===== src/rtl/pipe_ctrl_if.sv =====
// Bundle of pipeline-side signals exchanged with the central pipeline controller.
// The pipeline (master) reports busy/hazard/MEM-stage status; the controller (slave) returns stall/flush/redirect.
interface pipe_ctrl_if #(
    parameter int IRQ_W = 8
);
    // Handshake: if_busy/mem_busy are "not ready" indications; while either is high every stage
    // holds and nothing in the controller advances, so MEM-stage events are only consumed on
    // cycles where both are low.
    logic             if_busy;
    logic             mem_busy;
    logic             ld_hazard;
    logic             mem_en;
    logic [29:0]      mem_pc;
    logic             mem_br_flag;
    logic [2:0]       mem_exp_code;
    logic             mem_eret;
    logic             creg_we;
    logic [1:0]       creg_addr;
    logic [31:0]      creg_wdata;
    logic [31:0]      creg_rd_data;
    logic [IRQ_W-1:0] irq;
    logic             if_stall;
    logic             id_stall;
    logic             ex_stall;
    logic             mem_stall;
    logic             if_flush;
    logic             id_flush;
    logic             ex_flush;
    logic             mem_flush;
    logic [29:0]      new_pc;
    logic             int_detect;
    logic             drain_state;

    modport master (
        output if_busy, mem_busy, ld_hazard, mem_en, mem_pc, mem_br_flag, mem_exp_code,
               mem_eret, creg_we, creg_addr, creg_wdata, irq,
        input  creg_rd_data, if_stall, id_stall, ex_stall, mem_stall,
               if_flush, id_flush, ex_flush, mem_flush, new_pc, int_detect, drain_state
    );

    modport slave (
        input  if_busy, mem_busy, ld_hazard, mem_en, mem_pc, mem_br_flag, mem_exp_code,
               mem_eret, creg_we, creg_addr, creg_wdata, irq,
        output creg_rd_data, if_stall, id_stall, ex_stall, mem_stall,
               if_flush, id_flush, ex_flush, mem_flush, new_pc, int_detect, drain_state
    );
endinterface


===== src/rtl/pipe_ctrl.sv =====
// Central stall/flush controller for the 5-stage pipeline; takes exceptions and erets at MEM
// and owns the STATUS / INT_MASK / EPC / EXP_CODE control registers.
module pipe_ctrl #(
    parameter logic [29:0] EXC_VECTOR = 30'h0000_0000,
    parameter int          IRQ_W      = 8
) (
    input logic        clk,
    input logic        reset,
    pipe_ctrl_if.slave bus
);

    typedef enum logic {
        RUN   = 1'b0,
        DRAIN = 1'b1
    } state_t;

    state_t           state;
    state_t           state_next;
    logic             int_en;
    logic             pie;
    logic [IRQ_W-1:0] int_mask;
    logic [29:0]      epc;
    logic [2:0]       exp_code_q;
    logic             int_detect_q;

    logic             stall_all;
    logic             exc_take;
    logic             eret_take;
    logic             flush_now;
    logic             irq_pending;

    assign stall_all   = bus.if_busy | bus.mem_busy;
    assign exc_take    = !stall_all && bus.mem_en && (bus.mem_exp_code != 3'd0) && (state == RUN);
    assign eret_take   = !stall_all && bus.mem_en && bus.mem_eret &&
                         (bus.mem_exp_code == 3'd0) && (state == RUN);
    assign flush_now   = exc_take | eret_take;
    assign irq_pending = |(bus.irq & ~int_mask);

    always_ff @(posedge clk) begin
        if (reset) begin
            state <= RUN;
        end else begin
            state <= state_next;
        end
    end

    // Next state plus all stall/flush/redirect outputs; outputs read 0 while reset is held.
    always_comb begin
        state_next    = state;
        bus.if_stall  = 1'b0;
        bus.id_stall  = 1'b0;
        bus.ex_stall  = 1'b0;
        bus.mem_stall = 1'b0;
        bus.if_flush  = 1'b0;
        bus.id_flush  = 1'b0;
        bus.ex_flush  = 1'b0;
        bus.mem_flush = 1'b0;
        bus.new_pc    = 30'd0;
        if (!stall_all) begin
            if (state == DRAIN) begin
                state_next = RUN;
            end else if (flush_now) begin
                state_next = DRAIN;
            end
        end
        if (!reset) begin
            if (stall_all) begin
                bus.if_stall  = 1'b1;
                bus.id_stall  = 1'b1;
                bus.ex_stall  = 1'b1;
                bus.mem_stall = 1'b1;
            end else if (flush_now) begin
                bus.if_flush  = 1'b1;
                bus.id_flush  = 1'b1;
                bus.ex_flush  = 1'b1;
                bus.mem_flush = 1'b1;
                bus.new_pc    = exc_take ? EXC_VECTOR : epc;
            end else if (bus.ld_hazard) begin
                bus.if_stall = 1'b1;
                bus.id_stall = 1'b1;
                bus.id_flush = 1'b1;
            end
        end
    end

    always_ff @(posedge clk) begin
        if (reset) begin
            int_en       <= 1'b0;
            pie          <= 1'b0;
            int_mask     <= '1;
            epc          <= 30'd0;
            exp_code_q   <= 3'd0;
            int_detect_q <= 1'b0;
        end else if (!stall_all) begin
            int_detect_q <= (state == RUN) && int_en && irq_pending && !flush_now;
            // A register write racing an exception entry is dropped; eret below overrides int_en.
            if (bus.creg_we && !exc_take) begin
                case (bus.creg_addr)
                    2'd0: begin
                        int_en <= bus.creg_wdata[0];
                        pie    <= bus.creg_wdata[1];
                    end
                    2'd1:    int_mask <= bus.creg_wdata[IRQ_W-1:0];
                    2'd2:    epc      <= bus.creg_wdata[29:0];
                    default: ;
                endcase
            end
            if (exc_take) begin
                epc        <= bus.mem_br_flag ? (bus.mem_pc - 30'd1) : bus.mem_pc;
                exp_code_q <= bus.mem_exp_code;
                pie        <= int_en;
                int_en     <= 1'b0;
            end else if (eret_take) begin
                int_en <= pie;
            end
        end
    end

    always_comb begin
        bus.creg_rd_data = 32'd0;
        case (bus.creg_addr)
            2'd0:    bus.creg_rd_data[1:0]       = {pie, int_en};
            2'd1:    bus.creg_rd_data[IRQ_W-1:0] = int_mask;
            2'd2:    bus.creg_rd_data[29:0]      = epc;
            default: bus.creg_rd_data[2:0]       = exp_code_q;
        endcase
    end

    assign bus.int_detect  = int_detect_q;
    assign bus.drain_state = (state == DRAIN);

endmodule


===== src/flat_wrapper.sv =====
// flat-port wrapper written by rule: the top's interface ports become plain ports
module pipe_ctrl_flat 
#(
    parameter logic [29:0] EXC_VECTOR = 30'h0000_0000,
    parameter int          IRQ_W      = 8
)
  (clk, reset, bus_if_busy, bus_mem_busy, bus_ld_hazard, bus_mem_en, bus_mem_pc, bus_mem_br_flag, bus_mem_exp_code, bus_mem_eret, bus_creg_we, bus_creg_addr, bus_creg_wdata, bus_irq, bus_creg_rd_data, bus_if_stall, bus_id_stall, bus_ex_stall, bus_mem_stall, bus_if_flush, bus_id_flush, bus_ex_flush, bus_mem_flush, bus_new_pc, bus_int_detect, bus_drain_state);
  pipe_ctrl_if #(.IRQ_W(IRQ_W)) bus_i ();
  input logic clk;
  input logic reset;
  input wire logic [$bits(bus_i.if_busy)-1:0] bus_if_busy;
  input wire logic [$bits(bus_i.mem_busy)-1:0] bus_mem_busy;
  input wire logic [$bits(bus_i.ld_hazard)-1:0] bus_ld_hazard;
  input wire logic [$bits(bus_i.mem_en)-1:0] bus_mem_en;
  input wire logic [$bits(bus_i.mem_pc)-1:0] bus_mem_pc;
  input wire logic [$bits(bus_i.mem_br_flag)-1:0] bus_mem_br_flag;
  input wire logic [$bits(bus_i.mem_exp_code)-1:0] bus_mem_exp_code;
  input wire logic [$bits(bus_i.mem_eret)-1:0] bus_mem_eret;
  input wire logic [$bits(bus_i.creg_we)-1:0] bus_creg_we;
  input wire logic [$bits(bus_i.creg_addr)-1:0] bus_creg_addr;
  input wire logic [$bits(bus_i.creg_wdata)-1:0] bus_creg_wdata;
  input wire logic [$bits(bus_i.irq)-1:0] bus_irq;
  output wire logic [$bits(bus_i.creg_rd_data)-1:0] bus_creg_rd_data;
  output wire logic [$bits(bus_i.if_stall)-1:0] bus_if_stall;
  output wire logic [$bits(bus_i.id_stall)-1:0] bus_id_stall;
  output wire logic [$bits(bus_i.ex_stall)-1:0] bus_ex_stall;
  output wire logic [$bits(bus_i.mem_stall)-1:0] bus_mem_stall;
  output wire logic [$bits(bus_i.if_flush)-1:0] bus_if_flush;
  output wire logic [$bits(bus_i.id_flush)-1:0] bus_id_flush;
  output wire logic [$bits(bus_i.ex_flush)-1:0] bus_ex_flush;
  output wire logic [$bits(bus_i.mem_flush)-1:0] bus_mem_flush;
  output wire logic [$bits(bus_i.new_pc)-1:0] bus_new_pc;
  output wire logic [$bits(bus_i.int_detect)-1:0] bus_int_detect;
  output wire logic [$bits(bus_i.drain_state)-1:0] bus_drain_state;
  assign bus_i.if_busy = bus_if_busy;
  assign bus_i.mem_busy = bus_mem_busy;
  assign bus_i.ld_hazard = bus_ld_hazard;
  assign bus_i.mem_en = bus_mem_en;
  assign bus_i.mem_pc = bus_mem_pc;
  assign bus_i.mem_br_flag = bus_mem_br_flag;
  assign bus_i.mem_exp_code = bus_mem_exp_code;
  assign bus_i.mem_eret = bus_mem_eret;
  assign bus_i.creg_we = bus_creg_we;
  assign bus_i.creg_addr = bus_creg_addr;
  assign bus_i.creg_wdata = bus_creg_wdata;
  assign bus_i.irq = bus_irq;
  assign bus_creg_rd_data = bus_i.creg_rd_data;
  assign bus_if_stall = bus_i.if_stall;
  assign bus_id_stall = bus_i.id_stall;
  assign bus_ex_stall = bus_i.ex_stall;
  assign bus_mem_stall = bus_i.mem_stall;
  assign bus_if_flush = bus_i.if_flush;
  assign bus_id_flush = bus_i.id_flush;
  assign bus_ex_flush = bus_i.ex_flush;
  assign bus_mem_flush = bus_i.mem_flush;
  assign bus_new_pc = bus_i.new_pc;
  assign bus_int_detect = bus_i.int_detect;
  assign bus_drain_state = bus_i.drain_state;
  pipe_ctrl #(.EXC_VECTOR(EXC_VECTOR), .IRQ_W(IRQ_W)) u_core (.clk(clk), .reset(reset), .bus(bus_i));
endmodule

===== config.mk =====
export PLATFORM = sky130hd
export DESIGN_NAME = pipe_ctrl_flat
export DESIGN_NICKNAME = d
export VERILOG_FILES = /design/src/rtl/pipe_ctrl_if.sv /design/src/rtl/pipe_ctrl.sv /design/src/flat_wrapper.sv
export SDC_FILE = /design/constraint.sdc
export NUM_CORES = 1
export LEC_CHECK = 0
export CAP_MARGIN = 20
export CORE_UTILIZATION = 39
export DETAILED_ROUTE_END_ITERATION = 6
export PLACE_DENSITY = 0.73
export SYNTH_ARGS = -nofsm -noshare
export SYNTH_HDL_FRONTEND = slang
export SYNTH_SLANG_ARGS = --single-unit

===== constraint.sdc =====
create_clock -name clk -period 2.89 [get_ports clk]
set_input_delay 0.578 -clock clk [delete_from_list [all_inputs] [get_ports clk]]
set_output_delay 0.578 -clock clk [all_outputs]
set_load 0.01 [all_outputs]

; ---- Word level (Yosys, flattened, before mapping)
; Cells that the tools add are included.
[totals]
out_inout_bits = 72
wordCells = 75
inputBits = 84
ff_bits = 45
[classes]
n_addsub = 1
n_eq_ne = 2
bitwise_logic = 6
n_reduce_logical = 27
muxes = 32
[op_table]
columns = operator, count
row1 = 2-to-1 mux 30 bit, 8
row2 = subtractor 30 x 1 -> 30 bit (second input constant), 1
row3 = 2-to-1 mux 22 bit, 1
row4 = 2-to-1 mux 1 bit, 20
row5 = AND reduction 3 bit, 4
row6 = logical AND 1 bit, 10
row7 = case mux 5 bit (2 select lines), 1
row8 = nonzero test 3 bit, 3
row9 = bitwise AND 8 bit, 1
row10 = inverter 8 bit, 1
row11 = OR reduction 8 bit, 1
row12 = case mux 2 bit (3 select lines), 1
row13 = nonzero test 2 bit, 3
row14 = logical NOT 1 bit, 3
row15 = logical NOT 3 bit, 1
row16 = case mux 1 bit (3 select lines), 1
row17 = equality test 2 x 1 -> 1 bit (second input constant), 1
row18 = equality test 2 bit (second input constant), 1
row19 = logical NOT 2 bit, 1
row20 = inverter 1 bit, 2
row21 = bitwise OR 1 bit, 2
row22 = AND reduction 2 bit, 1

; ---- Depth between registers and ports, before layout
[depth]
depth_word = 10
ltp_mapped = 8
mapped_depth_nobuf = 6

; ---- Worst setup path after synthesis
; Ideal clock, no wire load.
[synth_timing]
path_type = in2out
startpoint = input bus_mem_busy
endpoint = output bus_id_flush
path_buffers = 0
path_slack_ns = 0.186
required_ns = 2.312
cell_stages = 3
arrival_time_ns = 2.126
cell_sequence = nor4b_2 o21ai_0 a2111oi_0
[synth_via]
elab_chain_cells = 10
elab_cells_between_ends = 12
cone_classes = mux (3) / bitwise (2) / reduce/logical (7)
[synth_rtl]
columns = element, line_no
row1 = "start, declared", flat_wrapper.sv:12  ; input wire logic [$bits(bus_i.mem_busy)-1:0] bus_mem_busy;
row2 = bitwise OR 1 bit *, pipe_ctrl.sv:32  ; assign stall_all = bus.if_busy | bus.mem_busy;
row3 = logical NOT 1 bit, "pipe_ctrl.sv:33, pipe_ctrl.sv:34"
row4 = logical AND 1 bit, "pipe_ctrl.sv:33, pipe_ctrl.sv:34"
row5 = logical AND 1 bit (2 in a row), pipe_ctrl.sv:34  ; assign eret_take = !stall_all && bus.mem_en && bus.mem_eret &&
row6 = logical AND 1 bit, pipe_ctrl.sv:35  ; (bus.mem_exp_code == 3'd0) && (state == RUN);
row7 = bitwise OR 1 bit, pipe_ctrl.sv:36  ; assign flush_now = exc_take | eret_take;
row8 = 2-to-1 mux 1 bit, pipe_ctrl.sv:72  ; end else if (flush_now) begin
row9 = 2-to-1 mux 1 bit *, pipe_ctrl.sv:67  ; if (stall_all) begin
row10 = 2-to-1 mux 1 bit *, pipe_ctrl.sv:66  ; if (!reset) begin
row11 = "end, declared", flat_wrapper.sv:29  ; output wire logic [$bits(bus_i.id_flush)-1:0] bus_id_flush;
; Every way passes the cells marked *; elsewhere a longest branch is shown, timed or not.

; ---- Final worst setup path
[layout_timing]
startpoint = input bus_mem_exp_code[0]
endpoint = output bus_id_flush
[layout_via]
elab_chain_cells = 7
elab_cells_between_ends = 10
cone_classes = mux (3) / bitwise (1) / reduce/logical (6)
[layout_rtl]
columns = element, line_no
row1 = "start, declared", flat_wrapper.sv:17  ; input wire logic [$bits(bus_i.mem_exp_code)-1:0] bus_mem_exp_code;
row2 = nonzero test 3 bit or logical NOT 3 bit (tied branches), "pipe_ctrl.sv:33, pipe_ctrl.sv:35"
row3 = "logical AND 1 bit, on equally long branches", "pipe_ctrl.sv:33, pipe_ctrl.sv:34"
row4 = "logical AND 1 bit, on equally long branches", "pipe_ctrl.sv:33, pipe_ctrl.sv:35"
row5 = bitwise OR 1 bit *, pipe_ctrl.sv:36
row6 = 2-to-1 mux 1 bit *, pipe_ctrl.sv:72
row7 = 2-to-1 mux 1 bit *, pipe_ctrl.sv:67
row8 = 2-to-1 mux 1 bit *, pipe_ctrl.sv:66
; Marked as above.

==> reports/results.ini <==
[place]
placement_setup_slack_ps = -355.6
gpl.final_weighted_congestion = 0.8701
final_hpwl_from_detailed_placement_mm = 8.878
portBuffers = 151

[detailed_routing]
antenna_violating_nets_post_route = 0
wl_per_cell_um = 16.42
vias = 4005
drt_iter0_drc = 181
avgViaCountPerCell = 5.532
drcViolationCount = 0
drt-pass1-iter-count = 5
wl_mm = 11.89

[clock_tree]
cts-htree-levels = 2
cts-hold-fix-buffers = 0
clk-insertion-delay-late_ps = 300
cts_tree = built
clk_pin_slew_worst_paths_ps = 90
number_of_clock_buffers_inserted_by_tritoncts = 5
ctsLongestPathBuffers = 2
cts.sinks = 45
root_buffer = clkbuf_8

[critical_path]
crit_path_top_delay_cell = clkdlybuf4s50_1
critical_path.n_buffers_inverters = 3
timing.reg2reg.worst_path_depth = 6
worst_setup_ep_type = output pin
cpPeakStageDelay_ps = 520
path_max_fanout = 4
critical_path_depth = 6
crit_end = bus_id_flush
cp.required_ps = 2310
worstPathCellList = clkdlybuf4s50_1, or3_1, buf_4, o21ai_1, a2111oi_1, dlygate4sd2_1
critical_path_class = in -> out
worst-r2r-setup-slack_ps = 790
arrival_ps = 2250
critPathLaunch = bus_mem_exp_code[0]
worst_setup_path_start_kind = primary input
regToRegEndpoint = u_core.int_mask[0]
r2r_start = u_core.bus.drain_state
crit_family = buffers and inverters

[floorplanning]
core_um2 = 8341
top_level_ports = 156
die_h_um = 95.40
placement_rows = 33
die_width_um = 95.40
initial_utilization = 0.4079
die_area_um2 = 9100

[synthesis]
post_synth_inst_count = 425
synth_top_cell_by_area = dfxtp_1
synthFlopType = dfxtp_1
postSynthAreaPerCell_um2 = 8.005
yosys-top-cells-area = dfxtp_1, and2_1, mux2i_1, nand2_1, a311oi_1
post_synth_edffs = 0
yosysWarningCount = 0
synth-compound-area-share = 0.2192
synth-async-reset-ratio = 0
synth_mux_area_frac = 0.06583
netlist.area_leader.share = 0.2648
synth.ff_latch_count = 45
synth_cell_types = 55
syn_area_um2 = 3402
synth_xor_xnor_area_share = 0.02317
post_synthesis_simple_gate_area_fraction = 0.3189
largest_family_of_logic_cells_by_synthesized_area = simple AND/OR/NAND/NOR gates
synthAdderAreaFrac = 0.01839
synth_sequential_area_ratio = 0.2648

[sta]
min_period_over_period = 0.9798
relSlewSlack = 0.6083
report.final.slew_viol_count = 0
max_clock_freq_ghz = 0.3531
skew_ps = 9.496
final_hold_viol_count = 0
setup_violating_endpoint_count_in_the_final_report = 0
timing.final.crit_period_ps = 2832
rsz_0062_raised_after_global_routing = true
final_critical_path_setup_slack_ps = 58.31
worst-slew-pin-transition_ps = 580.0

[global_route]
total_overflow_reported_by_the_global_router = 0
grt_max_degree = 29
antenna_found_initial = 0
overall_global_routing_resource_usage = 0.2652
global_route_wire_length_before_repair_mm = 18.63
first_global_vias = 3850

[cells_and_area]
layout.nets = 707
antennaDiodeCount = 0
final_layout_size_suffix_gt1_frac = 0.2084
finish.utilization = 0.6622
area_delta_synth_final_pct = 62.34
fillers = 746
layout.cells.most_common_list = clkdlybuf4s50_1, buf_4, and2_1
final_common_cell = clkdlybuf4s50_1

[power]
power-per-cell-area_nw_per_um2 = 271.7
p_leak_nw = 2.626
worst_ir_drop_vdd_uv = 203.5

[flow_run]
maximum_capacitance_violations = 0

[outcome]
outcome = complete, no violations

[worst_hold_path]
worstHoldPathType = reg -> reg

-- routing by layer --
metal,up-vias,part of all wire,GRT usage
met1,1843,0.42,0.3371
met3,43,0.065,0.03110
met4,0,0.041,0.1306
li1,1945,-,-
met2,174,0.47,0.4429
met5,-,0,0
-- cell usage after synthesis (all sizes together), types with 3 or more instances --
library cell,n
o22ai,4
a211oi,15
o21ai,13
buf,9
or3,11
mux2,3
nor2b,15
a31oi,4
o31ai,7
nand4,3
dfxtp,45
a22oi,7
a21oi,14
mux2i,19
xnor2,4
nor2,18
o31a,11
or4,12
and2,52
clkbuf,26
nand2,33
a221oi,5
nor3,11
nor4,9
ha,5
xor2,5
nand3,8
a311oi,14
nand4b,3
inv,17
-- sequential cells by signal, indices dropped and copies added (netlist names) --
register and count:
u_core.bus.drain_state 1, u_core.bus.int_detect 1, u_core.epc 30, u_core.exp_code_q 3, u_core.int_en 1, u_core.int_mask 8, u_core.pie 1
-- where the power goes --
part | total, mW | internal [mW] | switching [mW]
Combinational | 0.423 | 0.242 | 0.182
Sequential | 0.670 | 0.649 | 0.0209
Clock | 0.407 | 0.170 | 0.237
Total | 1.50 | 1.06 | 0.439
-- area by class of cell --
cell class / instances / area, um2 / area share
multi-input cells: 328 / 2292 / 0.4150
repair buffers: 221 / 2043 / 0.3700
flip-flops and latches: 45 / 900.9 / 0.1631
well taps: 105 / 131.4 / 0.02379
clock buffers: 5 / 68.82 / 0.01246
inverters: 17 / 63.81 / 0.01155
clock inverters: 3 / 22.52 / 0.004078
-- worst min path at each step --
stage / start / end / cells after the start
floorplan: u_core.exp_code_q[0] / u_core.exp_code_q[0] / 2
global placement: u_core.bus.int_detect / u_core.bus.int_detect / 2
detailed placement: u_core.bus.int_detect / u_core.bus.int_detect / 2
CTS: u_core.exp_code_q[0] / u_core.exp_code_q[0] / 2
global route: u_core.exp_code_q[2] / u_core.exp_code_q[2] / 2
finish: u_core.exp_code_q[0] / u_core.exp_code_q[0] / 2
-- worst min-delay path, stage by stage, from the launching register on --
cell and delay, ps:
dfxtp_1 320, nand2_1 50, a21oi_1 50
-- cells by family after synthesis --
| family | count (synthesis) |
|---|---|
| and+or+nand+nor | 188 |
| AOI/OAI and AO/OA | 102 |
| buffers and inverters | 53 |
| DFF | 45 |
| muxes | 22 |
| xor gates and xnor gates | 9 |
| adders and majority gates | 5 |
| other | 1 |
-- metrics by stage --
stage	TNS [ps]	std cells	area [um2]	hold slack (ps)	power, mW
floorplan	0	426	3406	436.3	0.8487
global placement	-14840	704	5301	437.4	1.092
detailed placement	-16760	704	5301	454.2	1.101
CTS	0	724	5479	471.5	1.507
global route	-40.19	724	5523	502.3	1.573
finish	0	724	5523	462.5	1.500
-- timing repair --
item	in CTS	in global routing
setup buffers	8	0
cloned	4	0
endpoints found under the setup margin	66	59
pin swaps	3	4
gates resized for setup	110	55
(Power assumes the default switching activity.)
